--- src/rtl/stream_src_pkg.sv ---
// stream_src_pkg: shared FSM state encoding and default widths for stream_src
package stream_src_pkg;
    localparam int DEF_DW = 8;
    localparam int DEF_CW = 8;
    typedef enum logic [1:0] {IDLE = 2'd0, SEND = 2'd1, DONE = 2'd2} state_t;
endpackage

--- src/rtl/sat_cnt.sv ---
// sat_cnt: clearable up-counter that sticks at its all-ones value
module sat_cnt
    import stream_src_pkg::*;
#(
    parameter int CW = DEF_CW
) (
    input  logic          clk,
    input  logic          rst,
    input  logic          clr,
    input  logic          inc,
    output logic [CW-1:0] count
);
    always_ff @(posedge clk or posedge rst)
        if (rst) count <= '0;
        else if (clr) count <= '0;
        else if (inc && count != '1) count <= count + 1'b1;
endmodule

--- src/rtl/stream_src.sv ---
// stream_src: arithmetic-sequence burst source with req/ack handshake, abort and stall counting
module stream_src
    import stream_src_pkg::*;
#(
    parameter int dw = DEF_DW,
    parameter int CW = DEF_CW
) (
    input  logic          clk,
    input  logic          rst,
    input  logic          start,
    input  logic [dw-1:0] base,
    input  logic [dw-1:0] step,
    input  logic [CW-1:0] len,
    input  logic          abort,
    output logic [dw-1:0] d_out,
    output logic          req_out,
    input  logic          ack_out,
    output logic          busy,
    output logic          done,
    output logic          aborted,
    output logic [CW-1:0] sent,
    output logic [CW-1:0] stall_cnt
);
    state_t        state, state_nx;
    logic [dw-1:0] step_q, step_nx, d_nx;
    logic [CW-1:0] rem, rem_nx, sent_nx;
    logic          req_nx, ab_nx, xfer;
    assign xfer = req_out && ack_out;
    assign busy = state != IDLE;
    assign done = state == DONE;
    always_ff @(posedge clk or posedge rst)
        if (rst) begin
            state   <= IDLE;
            step_q  <= '0;
            rem     <= '0;
            d_out   <= '0;
            req_out <= 1'b0;
            aborted <= 1'b0;
            sent    <= '0;
        end else begin
            state   <= state_nx;
            step_q  <= step_nx;
            rem     <= rem_nx;
            d_out   <= d_nx;
            req_out <= req_nx;
            aborted <= ab_nx;
            sent    <= sent_nx;
        end
    always_comb begin
        state_nx = state;
        step_nx  = step_q;
        rem_nx   = rem;
        d_nx     = d_out;
        req_nx   = req_out;
        ab_nx    = aborted;
        sent_nx  = sent;
        case (state)
            IDLE:
                if (start) begin
                    sent_nx = '0;
                    ab_nx   = 1'b0;
                    if (len != '0) begin
                        d_nx     = base;
                        step_nx  = step;
                        rem_nx   = len;
                        req_nx   = 1'b1;
                        state_nx = SEND;
                    end else begin
                        state_nx = DONE;
                    end
                end
            SEND: begin
                if (xfer) begin
                    d_nx    = d_out + step_q;
                    sent_nx = sent + 1'b1;
                    rem_nx  = rem - 1'b1;
                end
                // a transfer in the abort cycle is still counted above
                if (abort || (xfer && rem == CW'(1))) begin
                    req_nx   = 1'b0;
                    ab_nx    = abort;
                    state_nx = DONE;
                end
            end
            DONE: state_nx = IDLE;
            default: state_nx = IDLE;
        endcase
    end
    sat_cnt #(.CW(CW)) u_stall (
        .clk  (clk),
        .rst  (rst),
        .clr  (state == IDLE && start),
        .inc  (state == SEND && req_out && !ack_out),
        .count(stall_cnt)
    );
endmodule

--- config.mk ---
export PLATFORM = sky130hd
export DESIGN_NAME = stream_src
export DESIGN_NICKNAME = d
export VERILOG_FILES = /design/src/rtl/stream_src_pkg.sv /design/src/rtl/sat_cnt.sv /design/src/rtl/stream_src.sv
export SDC_FILE = /design/constraint.sdc
export NUM_CORES = 1
export LEC_CHECK = 0
export ABC_AREA = 1
export BUFFER_PORTS_ARGS = -buffer_cell sky130_fd_sc_hd__buf_2
export CORE_MARGIN = 2
export CORE_UTILIZATION = 59
export DETAILED_ROUTE_END_ITERATION = 8
export PLACE_DENSITY = 0.91
export SLEW_MARGIN = 20
export SYNTH_ARGS = -nofsm -noshare
export SYNTH_HDL_FRONTEND = slang
export SYNTH_SLANG_ARGS = --single-unit
export TNS_END_PERCENT = 50
--- constraint.sdc ---
create_clock -name clk -period 3.87 [get_ports clk]
set_clock_uncertainty 0.2 [all_clocks]
set_input_delay 0.774 -clock clk [delete_from_list [all_inputs] [get_ports clk]]
set_output_delay 0.774 -clock clk [all_outputs]
set_load 0.01 [all_outputs]
# == Word-level counts from Yosys, hierarchy flattened ==
# Cells that the tools add are included.
# classes
reduce_logical,19
eq_ne,8
add_sub_neg,4
mux,24
# ops
operator,count
two-way mux 8 bit,10
one-hot mux 8 bit (2 select lines),3
adder 8 x 1 -> 8 bit (second input constant),2
AND reduction 3 bit,3
adder 8 bit,1
== test 8 x 1 -> 1 bit (second input constant),1
inequality test 2 bit (second input constant),4
inequality test 8 bit (second input constant),1
AND reduction 4 bit,2
nonzero test 8 bit,1
subtractor 8 x 1 -> 8 bit (second input constant),1
logical AND 1 bit,6
two-way mux 2 bit,3
nonzero test 2 bit,3
two-way mux 1 bit,5
one-hot mux 1 bit (2 select lines),2
one-hot mux 2 bit (2 select lines),1
== test 2 x 1 -> 1 bit (second input constant),1
== test 2 bit (second input constant),1
logical NOT 2 bit,1
AND reduction 2 bit,1
logical NOT 1 bit,1
logical OR 1 bit,1
# word_totals
output_inout_bits,28
regBits,44
input_bits,29

# == Logic depth before layout (Yosys ltp) ==
# logic_depth
depth_word,6
depth_mapped,10
ltp_nobuf,10

# == By module ==
# A second synthesis with hierarchy kept.
# unflattened
cells_unflattened,385
area_unflattened_um2,2837.7
# by_module_without_submodules
mod,area_per_inst_um2,n_inst,cells_per_inst
stream_src,2331.0,1,316
sat_cnt,506.7,1,69

# == Worst setup path after synthesis ==
# No wires, ideal clock.
# synth_path
path_type,input-to-reg
start,input port len[1]
end,register rem[7]
setup_ns,0.117
arrival_ns,1.637
cell_stages,9
path_slack_ns,1.916
cell_sequence,nor2_1 > nand3_1 > nor2_2 > nand2_1 > nand2_4 > inv_4 > buf_12 > nand3_2 > nand2_1
# synth_via
elab_chain_cells,3
# synth_lines
element,line,rtl
from (decl),stream_src.sv:13,"input logic [CW-1:0] len,"
nonzero test 8 bit,stream_src.sv:62,if (len != '0) begin
inequality test 2 bit (no line),n/a,
AND reduction 4 bit (no line),n/a,
to (signal assigned),stream_src.sv:43,rem <= rem_nx;
to (decl),stream_src.sv:26,"logic [CW-1:0] rem, rem_nx, sent_nx;"
# No other way between the ends.
# A chain may end at the register's enable or synchronous reset.

# == Worst setup path after layout ==
# layout_path
start,register state[1]
end,output port busy
# layout_via
elab_chain_cells,1
# layout_lines
element,line,rtl
from (decl),stream_src.sv:24,"state_t state, state_nx;"
from (signal assigned),stream_src.sv:41,state <= state_nx;
nonzero test 2 bit,stream_src.sv:29,assign busy = state != IDLE;
to (decl),stream_src.sv:18,"output logic busy,"
# No other way between the ends.

==> results.md <==
* Final hold vios at 0
* Pins over their slew limit at 0
* Antenna Nets Post-Route at 0
* Die area at 5270 µm²
* CTS tree: built
* Post-CTS setup buffers at 0
* Initial antenna violation count at 0
* Most frequent cell after synthesis: nand2_1
* Worst r2r src: state[1]
* Reg2reg setup slack at 1.91 ns
* CP Cell Sequence: nor2_2, inv_1, buf_2
* Vias in the first global route at 2,552
* Critical path class: flop to primary output
* # setup viols final at 0
* Sequential-to-total area share from yosys stat at 39.7%
* #FFs+latches synth at 44
* Most frequent cells after synthesis: nand2_1, dfrtp_1, inv_1
* Grt ovf at 0
* Cells after Synth at 386
* Leak at 0.00180 µW
* Setup_tns at 0 ns
* Global-route wire length before repair at 11.2 mm
* Area of the multi-input gates at 1450 µm²
* Capturing point of the worst reg2reg path: rem[5]
* Die Ht at 72.6 µm
* Post-DP Area at 3080 µm²
* Max-Slew Margin vs Limit at 67.6%
* ANT cells at 0
* Clock sinks at 44
* TritonRoute pass-1 iters at 5
* H-Tree Depth at 2
* Clock transition at path regs at 0.09 ns
* Register Area at 1100 µm²
* Top FF cell, synth: dfrtp_1
* Site Rows at 24
* Routed length per instance at 13.0 µm
* DRC at 0
* Largest net degree at the start of global routing at 34
* Critical Path RT at 2.90 ns
* R2R depth at 8
* Mapped Area at 2780 µm²
* Post-synth EDFFs at 0
* Crit path launch type: flop
* Nets at 485
* Critical Path End Type: primary output
* Syn Nets at 427
* Post-cts resize count at 0
* Yosys cell types at 30
* Die Wd at 72.6 µm
* Yosys top cell by area: dfrtp_1
* IO Port Bufs at 56
* CP arrival at 1.17 ns
* CTS Hold Bufs at 0
* Vias at 2,642
* Synth warnings at 0
* Vias per inst at 5.32
* Worst ir drop on vdd at 0.000460 V
* Overall Power at 2380 µW
* PD cells at 752 nW/µm²
* RePlAce Congestion at 0.914
* CP max stage delay at 0.46 ns
* Status: finished clean
* Crit path max fanout at 3
* Initial DRC count at 179
* Worst Tran Pin Value at 0.485 ns
* Ranking of synthesized cells by area: dfrtp_1, nand2_1, nand3_1
* Worst Hold Class: primary input to async pin
* Yosys top cell area share at 39.7%
* Longest Clk Path Bufs at 2
* Clock latency on the worst-skew pair at 0.30 ns
* Tot GR Track Use at 26.9%
* CTS buffer count at 5
* CTS root buf: clkbuf_8
* Synth Area per Inst at 7.19 µm²
* Post-synth ARST share at 100%
* Fill count at 329
* Crit share post-route at 55.4%
* Share of layout cells above drive strength 1 at 19.6%
* Starting Density at 62.5%
* Hpwl dp at 4.66 mm
* RSZ-0062 raised after global routing: false
* Area delta synth->final at 14.2%
* Core footprint at 4440 µm²
* # IOs at 57
* Tmin final at 2.14 ns
* DRT Wirelength at 6.44 mm
* Max-cap violations at 0
* Slowest CP cell: dfrtp_1
* Fmax at 466 MHz
* Post-route cell area at 3170 µm²
stage by stage:
| stage | setup slack [ns] | std cells | hold slack (ns) | util (%) |
|---|---|---|---|---|
| final | 1.73 | 497 | 0.260 | 71.3 |
| after global routing | 1.63 | 497 | 0.307 | 71.3 |
| after CTS | 1.73 | 497 | 0.277 | 71.3 |
| after detailed placement | 1.63 | 489 | 0.266 | 69.3 |
| after global placement | 1.69 | 489 | 0.257 | 69.3 |
| after floorplan | 1.86 | 386 | 0.246 | - |
flip-flops by register name, indices dropped and copies added (netlist names):
signal	count
u_stall.count	8
d_out	8
sent	8
state	2
req_out	1
rem	8
step_q	8
aborted	1
worst max path at each step:
stage,startpoint,endpoint,slack [ns]
2_1_floorplan,rst,aborted,1.86
3_3_place_gp,len[1],rem[2],1.69
3_5_place_dp,len[1],rem[2],1.63
4_1_cts,state[1],busy,1.73
5_1_grt,state[1],busy,1.63
6_report,state[1],busy,1.73
routing by layer:
metal	GRT usage [%]	wire, µm	up-vias
met4	11.3	156	0
met3	5.52	373	18
li1	-	-	1333
met2	46.2	3260	94
met5	0	0	-
met1	33.0	2650	1197
logic make-up after synthesis:
| logic type | after synthesis | synth area share, % |
|---|---|---|
| AO/OA/AOI/OAI | 35 | 7.35 |
| XOR/XNOR | 5 | 1.58 |
| adder cells (fa/ha/maj) | 12 | 5.68 |
| buffers and inverters | 53 | 8.29 |
| flip-flops | 44 | 39.7 |
| AND/OR/NAND/NOR | 237 | 37.4 |
worst max-delay path: cells and delay by family (launching register included):
kind,cells,cell delay (ns)
and+or+nand+nor,1,0.22
DFF,1,0.46
buffers and inverters,2,0.18
placed cells by master (no fill, tap or decap), drive strengths merged, types with 3 or more instances in the layout:
cell type / n
nand2: 144
nand3: 38
nand4: 4
nor2: 44
dfrtp: 44
xor2: 3
buf: 57
a21oi: 6
inv: 47
ha: 11
o21ai: 25
clkbuf: 6
power by group:
group          leakage [µW]  total [µW]  switching (µW)  internal [µW]
sequential         0.000569         756             140            617
combinational       0.00118        1320             860            459
clock             0.0000510         308             165            143
area by class of cell:
cell class | count | share of cell area [%]
Clock inverter | 2 | 0.316
Multi-Input combinational cell | 289 | 45.6
Inverter | 47 | 5.64
Tap cell | 52 | 2.05
Clock buffer | 6 | 2.60
Timing Repair Buffer | 57 | 9.08
Sequential cell | 44 | 34.7
No activity file was read; power rests on OpenSTA's default activity.
